### config.mk
export PLATFORM = sky130hd
export DESIGN_NAME = column_input_conditioner
export DESIGN_NICKNAME = d
export VERILOG_FILES = /design/src/rtl/column_input_conditioner.sv
export SDC_FILE = /design/constraint.sdc
export NUM_CORES = 1
export LEC_CHECK = 0
export BUFFER_PORTS_ARGS = -buffer_cell sky130_fd_sc_hd__buf_2
export CAP_MARGIN = 20
export CORE_UTILIZATION = 47
export DETAILED_ROUTE_END_ITERATION = 8
export PLACE_DENSITY_LB_ADDON = 0.15
export SLEW_MARGIN = 25
export SYNTH_ARGS = -nofsm -noshare
export SYNTH_HDL_FRONTEND = slang
export SYNTH_SLANG_ARGS = --single-unit
### constraint.sdc
create_clock -name clk -period 4.55 [get_ports clk]
set_clock_uncertainty 0.1 [all_clocks]
set_input_delay 0.91 -clock clk [delete_from_list [all_inputs] [get_ports clk]]
set_output_delay 0.91 -clock clk [all_outputs]
set_load 0.02 [all_outputs]
### src/rtl/column_input_conditioner.sv
// column_input_conditioner
// Turns four raw active-low column push buttons into a single, clean move
// strobe for the board FSM. Each button is synchronized and debounced. A
// small FSM then accepts exactly one column per press, rejects simultaneous
// presses, and ignores all input while the game is over.
//
// Ports
//   clk          system clock; all state changes on its rising edge
//   reset        asynchronous, active-low; clears all state
//   btn_n[3:0]   raw asynchronous buttons, active-low, bit n = column n
//   game_status  2'b00 = game in progress, anything else = game over / tie
//   enable       one-cycle move strobe, asserted while in_column is fresh
//   in_column    registered active-low one-hot column of the last accepted move
//   multi_press  sticky: a simultaneous multi-button press was rejected
module column_input_conditioner #(
    parameter int DEBOUNCE_CYCLES = 16'd50000,
    parameter int CNT_W           = 16
) (
    input  logic       clk,
    input  logic       reset,
    input  logic [3:0] btn_n,
    input  logic [1:0] game_status,
    output logic       enable,
    output logic [3:0] in_column,
    output logic       multi_press
);

    localparam logic [CNT_W-1:0] CNT_MAX = CNT_W'(DEBOUNCE_CYCLES - 1);

    localparam logic [1:0] S_IDLE    = 2'd0;
    localparam logic [1:0] S_ACCEPT  = 2'd1;
    localparam logic [1:0] S_WAIT    = 2'd2;
    localparam logic [1:0] S_LOCKED  = 2'd3;

    logic [3:0]       sync1_q, sync2_q;
    logic [3:0]       db_q, db_d;
    logic [CNT_W-1:0] cnt_q [4];
    logic [CNT_W-1:0] cnt_d [4];
    logic [1:0]       state_q, state_d;
    logic [3:0]       col_q, col_d;
    logic             multi_q, multi_d;
    logic             game_on;
    logic             released;

    // Debounce: the counter measures how long the synced bit has disagreed
    // with the debounced bit. Any agreement restarts the count, so a glitch
    // shorter than DEBOUNCE_CYCLES never reaches the flip point.
    always_comb begin
        for (int i = 0; i < 4; i++) begin
            db_d[i]  = db_q[i];
            cnt_d[i] = '0;
            if (sync2_q[i] != db_q[i]) begin
                if (cnt_q[i] == CNT_MAX) db_d[i]  = sync2_q[i];
                else                     cnt_d[i] = cnt_q[i] + 1'b1;
            end
        end
    end

    assign game_on  = (game_status == 2'b00);
    assign released = (db_q == 4'b1111);

    always_comb begin
        state_d = state_q;
        col_d   = col_q;
        multi_d = multi_q;
        case (state_q)
            S_IDLE: begin
                if (!game_on) begin
                    state_d = S_LOCKED;
                end else if ($onehot(~db_q)) begin
                    // Column is captured on entry so it is valid alongside the strobe.
                    state_d = S_ACCEPT;
                    col_d   = db_q;
                    multi_d = 1'b0;
                end else if (!released) begin
                    state_d = S_WAIT;
                    multi_d = 1'b1;
                end
            end
            // Strobe is already committed; a game_status change here is seen next state.
            S_ACCEPT: state_d = S_WAIT;
            S_WAIT: begin
                if (released) state_d = game_on ? S_IDLE : S_LOCKED;
            end
            S_LOCKED: begin
                if (game_on && released) state_d = S_IDLE;
            end
            default: state_d = S_IDLE;
        endcase
    end

    always_ff @(posedge clk or negedge reset) begin
        if (!reset) begin
            sync1_q <= 4'b1111;
            sync2_q <= 4'b1111;
            db_q    <= 4'b1111;
            for (int i = 0; i < 4; i++) cnt_q[i] <= '0;
            state_q <= S_IDLE;
            col_q   <= 4'b1111;
            multi_q <= 1'b0;
        end else begin
            sync1_q <= btn_n;
            sync2_q <= sync1_q;
            db_q    <= db_d;
            for (int i = 0; i < 4; i++) cnt_q[i] <= cnt_d[i];
            state_q <= state_d;
            col_q   <= col_d;
            multi_q <= multi_d;
        end
    end

    assign enable      = (state_q == S_ACCEPT);
    assign in_column   = col_q;
    assign multi_press = multi_q;

endmodule

==> results of run 1 <==
-- cell usage after synthesis, types with 2 or more instances --
cell type,instances
xnor2_1,48
nor4bb_1,4
xor2_1,11
nor3_1,17
ha_1,7
inv_1,18
mux2_2,7
clkbuf_1,3
dfrtp_1,67
nand4_1,21
o21ai_0,3
nor4b_1,3
a21oi_1,3
nand3_1,27
dfstp_2,16
and3_1,4
nor2_1,72
nor4_1,20
nand2_1,15
nor3b_1,2
-- layer usage --
metal	part of all wire (%)	routed length, um	track usage (%)
met5	0	0	0
met4	1.9	131	7.949
met3	1.9	129	2.683
met1	49	3345	23.22
met2	47	3214	28.55
-- worst register-to-register path, delay by kind of cell, from the launching register on --
kind | cells | cell delay [ns]
adders and majority gates | 3 | 0.78
buffers and inverters | 1 | 0.06
DFF | 1 | 0.58
muxes | 1 | 0.32
and+or+nand+nor | 2 | 0.58
-- state kept, by name, summed over array words and instances (netlist names) --
register,cells
sync1_q,4
multi_press,1
db_q,4
state_q,2
sync2_q,4
in_column,4
cnt_q,64
-- how the worst min path moves through the flow --
stage / slack (ns) / end / cells past startpoint / start
after floorplan: 0.25 / sync2_q[0] / 0 / sync1_q[0]
after global placement: 0.25 / sync2_q[0] / 0 / sync1_q[0]
after detailed placement: 0.25 / sync2_q[0] / 0 / sync1_q[0]
after CTS: 0.25 / sync2_q[0] / 0 / sync1_q[0]
after global routing: 0.26 / sync2_q[0] / 0 / sync1_q[0]
final: 0.25 / sync2_q[0] / 0 / sync1_q[0]
-- cells by family after synthesis --
group,Yosys count,synth area share [%]
multiplexers,7,2.010
adder cells (fa/ha/maj),8,2.744
buffers and inverters,23,2.425
flip-flops,83,53.48
XOR/XNOR,59,13.18
AO/OA/AOI/OAI,10,2.425
AND/OR/NAND/NOR,188,23.74
-- cell type report --
type | instances | area share (%)
Clock buffer | 11 | 3.298
Multi-Input combinational cell | 272 | 40.34
Tap cell | 102 | 2.977
Timing Repair Buffer | 13 | 1.664
Clock inverter | 5 | 1.226
Inverter | 18 | 1.576
Sequential cell | 83 | 48.92
-- power breakdown --
part           internal (mW)  switching (mW)  leakage (nW)
combinational         0.0143          0.0320         0.498
sequential             0.753          0.0133          1.08
clock                  0.266           0.252        0.0991
-- placed cells by master (no fill, tap or decap), types with 10 or more instances in the layout --
cell	count
nand2_1	15
buf_2	12
xnor2_1	48
nor3_1	17
dfrtp_1	67
nand3_1	27
nand4_1	21
dfstp_2	16
nor2_1	72
xor2_1	11
inv_1	18
nor4_1	20
clkbuf_8	10
-- stage by stage --
| step | hold slack, ns | total power [mW] | instance area, um2 | instances |
|---|---|---|---|---|
| 2_1_floorplan | 0.2452 | 0.8022 | 3921 | 378 |
| 5_1_grt | 0.2638 | 1.390 | 4287 | 504 |
| 3_3_place_gp | 0.2474 | 0.8264 | 4089 | 488 |
| 3_5_place_dp | 0.2487 | 0.8272 | 4089 | 488 |
| 6_report | 0.2483 | 1.331 | 4287 | 504 |
| 4_1_cts | 0.2503 | 1.353 | 4283 | 504 |
==> flow_summary_export.csv, run 1 <==
group,metric,value,unit
sta,tightest_slew,0.8227,ns
synthesis,yosysTopAreaCell,"dfrtp_1",
floorplanning,die-height,93.34,um
critical_path,start_kind,"register",
grt,grt_pass1_wl,12050,um
place,hpwl,4534,um
routing,vias_per_cell,5.325,
grt,grt_start_max_net_pins,84,
sta,maxSlewViolCount,0,
final_layout,fill_cells,707,
sta,hold_viol_final,0,
clock_network,cts_max_level,3,
synthesis,synth_flop_cell,"dfrtp_1",
critical_path,critPathSlowestCell,"dfstp_2",
clock_network,ctsResizeCount,0,
sta,rsz0062_at_grt,"no",
clock_network,cts_tree,"yes",
critical_path,r2r_slack,2.07,ns
synthesis,ys_seq_area_share,53.48,%
synthesis,yosysWarningCount,0,
sta,max-slew-margin-rel,44.97,%
sta,setup_tns,0,ns
routing,drt_iter0_drc,88,
final_layout,drive_above_1_share,13.18,%
place,dp_slack,2.057,ns
critical_path,critPathLaunch,"db_q[1]",
clock_network,hold_buffers,0,
final_layout,ff_latch_area,2097,um2
floorplanning,core_area,7888,um2
routing,drtAntennaViolNets,0,
critical_path,cpPeakStageDelay,0.58,ns
final_layout,multiInputGateArea,1729,um2
grt,grtUsageTotal,17.57,%
sta,timing.final.ws_setup,2.071,ns
clock_network,cts.path.max_buffers,2,
final_layout,fin_nets,413,
sta,period_needed,2.479,ns
final_layout,finalCoreUtilization,54.35,%
sta,post-route-period-util,54.49,%
critical_path,critPathKind,"register to register",
synthesis,avgSynthCellArea,10.37,um2
critical_path,cp_data_arrival_time,2.65,ns
grt,grt_pass1_vias,2635,
critical_path,cp.depth,7,
routing,dr.pass1.iters,5,
floorplanning,die_x,93.34,um
synthesis,async_flop_share,100.0,%
critical_path,worst-endpoint-required,4.72,ns
clock_network,cts_setup_buffers,0,
sta,setup_viol,0,
final_layout,area_growth_syn_to_layout,9.317,%
critical_path,critical_path.top_delay_family,"adder cells",
clock_network,clkTransAtPathRegs,0.08,ns
routing,drc,0,
worst_hold_path,min_path_type,"register to register",
routing,wl_per_cell,13.53,um
routing,vias,2684,
clock_network,clock_latency,0.35,ns
pwr,power.density,310.5,nW/um2
synthesis,ys_types,30,
synthesis,synth_nets,394,
status,outcome,"finished, final reports clean",
grt,overflow,0,
critical_path,reg2reg_to,"in_column[1]",
floorplanning,io_pins,14,
clock_network,cts_sinks,83,
synthesis,syn_inst,378,
final_layout,num_antenna_cells,0,
critical_path,critical_path_buf_inv_count,1,
synthesis,synth.cell_area,3921,um2
floorplanning,die_area,8712,um2
clock_network,cts_made_buffers,9,
synthesis,synth-edff-count,0,
synthesis,ys_seq_elements,83,
critical_path,reg2reg_from,"db_q[1]",
critical_path,path_common_cell,"ha_1",
synthesis,yosysTopAreaCellShare,42.76,%
critical_path,path_cells,"fa_1, inv_1, ha_1, ha_1, nor3b_1, nand2_1, mux2_2",
pwr,p_leak,1.681,nW
clock_network,cts_root_buf,"clkbuf_8",
critical_path,crit_end,"in_column[1]",
floorplanning,initial_utilization,49.71,%
critical_path,end_kind,"register",
routing,routed_wl,6820,um
pwr,ir_drop,146.2,uV
critical_path,crit_path_max_fanout,5,
floorplanning,fp-row-count,32,
synthesis,ys_top_cells_by_area,"dfrtp_1 (43%), dfstp_2 (11%), xnor2_1 (11%)",
place,port_buffers,13,
critical_path,reg2reg_depth,7,
flow_run,max_cap_viol_count,0,
grt,grt_antenna_before_repair,0,
place,gp_congestion,0.7577,
sta,fmax,403.4,MHz
Note: power is estimated with default switching activity, not from simulation.
==> run 2: changes to the inputs <==
==> constraint.sdc (replaced) <==
create_clock -name clk -period 2.25 [get_ports clk]
set_clock_uncertainty 0.1 [all_clocks]
set_input_delay 0.45 -clock clk [delete_from_list [all_inputs] [get_ports clk]]
set_output_delay 0.45 -clock clk [all_outputs]
set_load 0.02 [all_outputs]
==> flow_summary_export.csv, run 2 (synthesis gave the netlist of run 1 again) <==
group,metric,value,unit
pwr,p_comb_share,3.7,%
pwr,p_leak,1.731,nW
critical_path,critPathSlowestCell,"dfstp_2",
critical_path,crit_path_max_fanout,5,
clock_network,clock_latency,0.34,ns
critical_path,critPathLaunch,"db_q[3]",
flow_run,max_cap_viol_count,0,
routing,dr.pass1.iters,4,
place,dp_slack,0.001018,ns
critical_path,worst-endpoint-required,2.42,ns
worst_hold_path,min_path_type,"input port to async pin",
final_layout,multiInputGateArea,1772,um2
final_layout,final_common_cell,"nor2_1",
place,hpwl,4574,um
sta,fmax,453.1,MHz
critical_path,reg2reg_depth,7,
grt,grt_antenna_before_repair,0,
floorplanning,die_x,93.34,um
floorplanning,die_area,8712,um2
clock_network,cts_max_level,3,
routing,drt_iter0_drc,128,
place,port_buffers,13,
clock_network,cts.path.max_buffers,2,
routing,drtAntennaViolNets,0,
final_layout,largest_reg_flops,64,
final_layout,regMostFlops,"cnt_q",
critical_path,cp_data_arrival_time,2.38,ns
sta,period_needed,2.207,ns
pwr,seq_power_share,57.1,%
sta,tightest_slew,0.5346,ns
grt,overflow,0,
routing,vias,2726,
floorplanning,initial_utilization,49.71,%
sta,max-slew-margin-rel,64.03,%
sta,timing.hold.ws,0.01522,ns
pwr,p_int,2.102,mW
pwr,p_sw,0.6094,mW
sta,setup_viol,0,
clock_network,cts_tree,"yes",
critical_path,start_kind,"register",
final_layout,fill_cells,690,
final_layout,num_antenna_cells,0,
floorplanning,fp-row-count,32,
clock_network,cts_root_buf,"clkbuf_8",
floorplanning,die-height,93.34,um
sta,maxSlewViolCount,0,
final_layout,ff_latch_area,2097,um2
pwr,switching_share,22.47,%
clock_network,cts_made_buffers,9,
place,place_inst,496,
routing,routed_wl,7035,um
critical_path,path_common_cell,"ha_4",
pwr,clkPwrFrac,39.2,%
final_layout,fin_nets,421,
critical_path,critPathKind,"register to register",
clock_network,cts_setup_buffers,0,
critical_path,reg2reg_from,"db_q[3]",
sta,hold_viol_final,0,
routing,drc,0,
critical_path,cpPeakStageDelay,0.55,ns
critical_path,path_cells,"fa_1, inv_2, ha_4, ha_4, nor3b_4, nand2_2, mux2_4",
sta,timing.final.ws_setup,0.04302,ns
final_layout,stdcell_count,512,
grt,grt_pass1_wl,12050,um
final_layout,mostFrequentLayoutCells,"nor2_1 (72), dfrtp_1 (67), xnor2_1 (48)",
place,gp_congestion,0.8059,
grt,grt_pass1_vias,2664,
grt,grtUsageTotal,17.71,%
clock_network,clkTransAtPathRegs,0.09,ns
floorplanning,io_pins,14,
routing,vias_per_cell,5.324,
status,outcome,"finished, final reports clean",
critical_path,end_kind,"register",
sta,rsz0062_at_grt,"yes",
pwr,ir_drop,314.5,uV
final_layout,area_growth_syn_to_layout,12.22,%
routing,wl_per_cell,13.74,um
final_layout,drive_above_1_share,15.85,%
clock_network,cts_sinks,83,
pwr,power.density,616.2,nW/um2
sta,post-route-period-util,98.09,%
clock_network,hold_buffers,0,
floorplanning,core_area,7888,um2
grt,grt_start_max_net_pins,84,
run 2: critical path, delay by kind of cell, from the launching register on:
family	cells	cell delay, ns
buffers and inverters	1	0.09
adders and majority gates	3	0.77
muxes	1	0.33
and+or+nand+nor	2	0.31
DFF	1	0.55
run 2: per-layer routing:
layer  vias to the layer above  GRT usage [%]  part of all wire [%]  wire length (um)
met2                        31          28.13                    48              3355
met5                         -              0                     0                 0
met4                         0          7.949                   1.8               124
li1                       1355              -                     -                 -
met3                        10          2.683                   2.0               141
met1                      1330          24.03                    49              3414
run 2: layout make-up:
class,count,area share (%)
clock buffer,12,3.298
tap,102,2.900
multi-input combinational,272,40.26
timing repair buffer,21,3.185
clock inverter,4,1.166
inverter,18,1.535
sequential,83,47.65
run 2: timing repair:
action	CTS	global route
pin swaps	0	3
resized for setup	1	7
endpoints found under the setup margin	3	5
run 2: final timing paths:
check	to	slack, ns
hold / removal	cnt_q[29]	0.02
min in group clk	sync1_q[0]	0.10
setup reg to reg	in_column[3]	0.04
max in group asynchronous	db_q[0]	1.65
setup / recovery	in_column[3]	0.04
hold reg to reg	sync2_q[1]	0.26
run 2: power groups by stage:
stage / combinational (mW) / clock [mW] / sequential (mW)
detailed placement: 0.103 / 0 / 1.58
global placement: 0.103 / 0 / 1.58
CTS: 0.104 / 1.10 / 1.55
finish: 0.0993 / 1.06 / 1.55
global route: 0.117 / 1.15 / 1.55
floorplan: 0.0523 / 0 / 1.57
run 2: through the flow:
step                power, mW   TNS, ns  util, %  area (um2)
floorplan               1.622         0        -        3926
global placement        1.678         0    52.82        4167
detailed placement      1.679         0    52.82        4167
CTS                     2.754         0    55.35        4365
global route            2.823  -0.02777    55.79        4400
finish                  2.712         0    55.79        4400
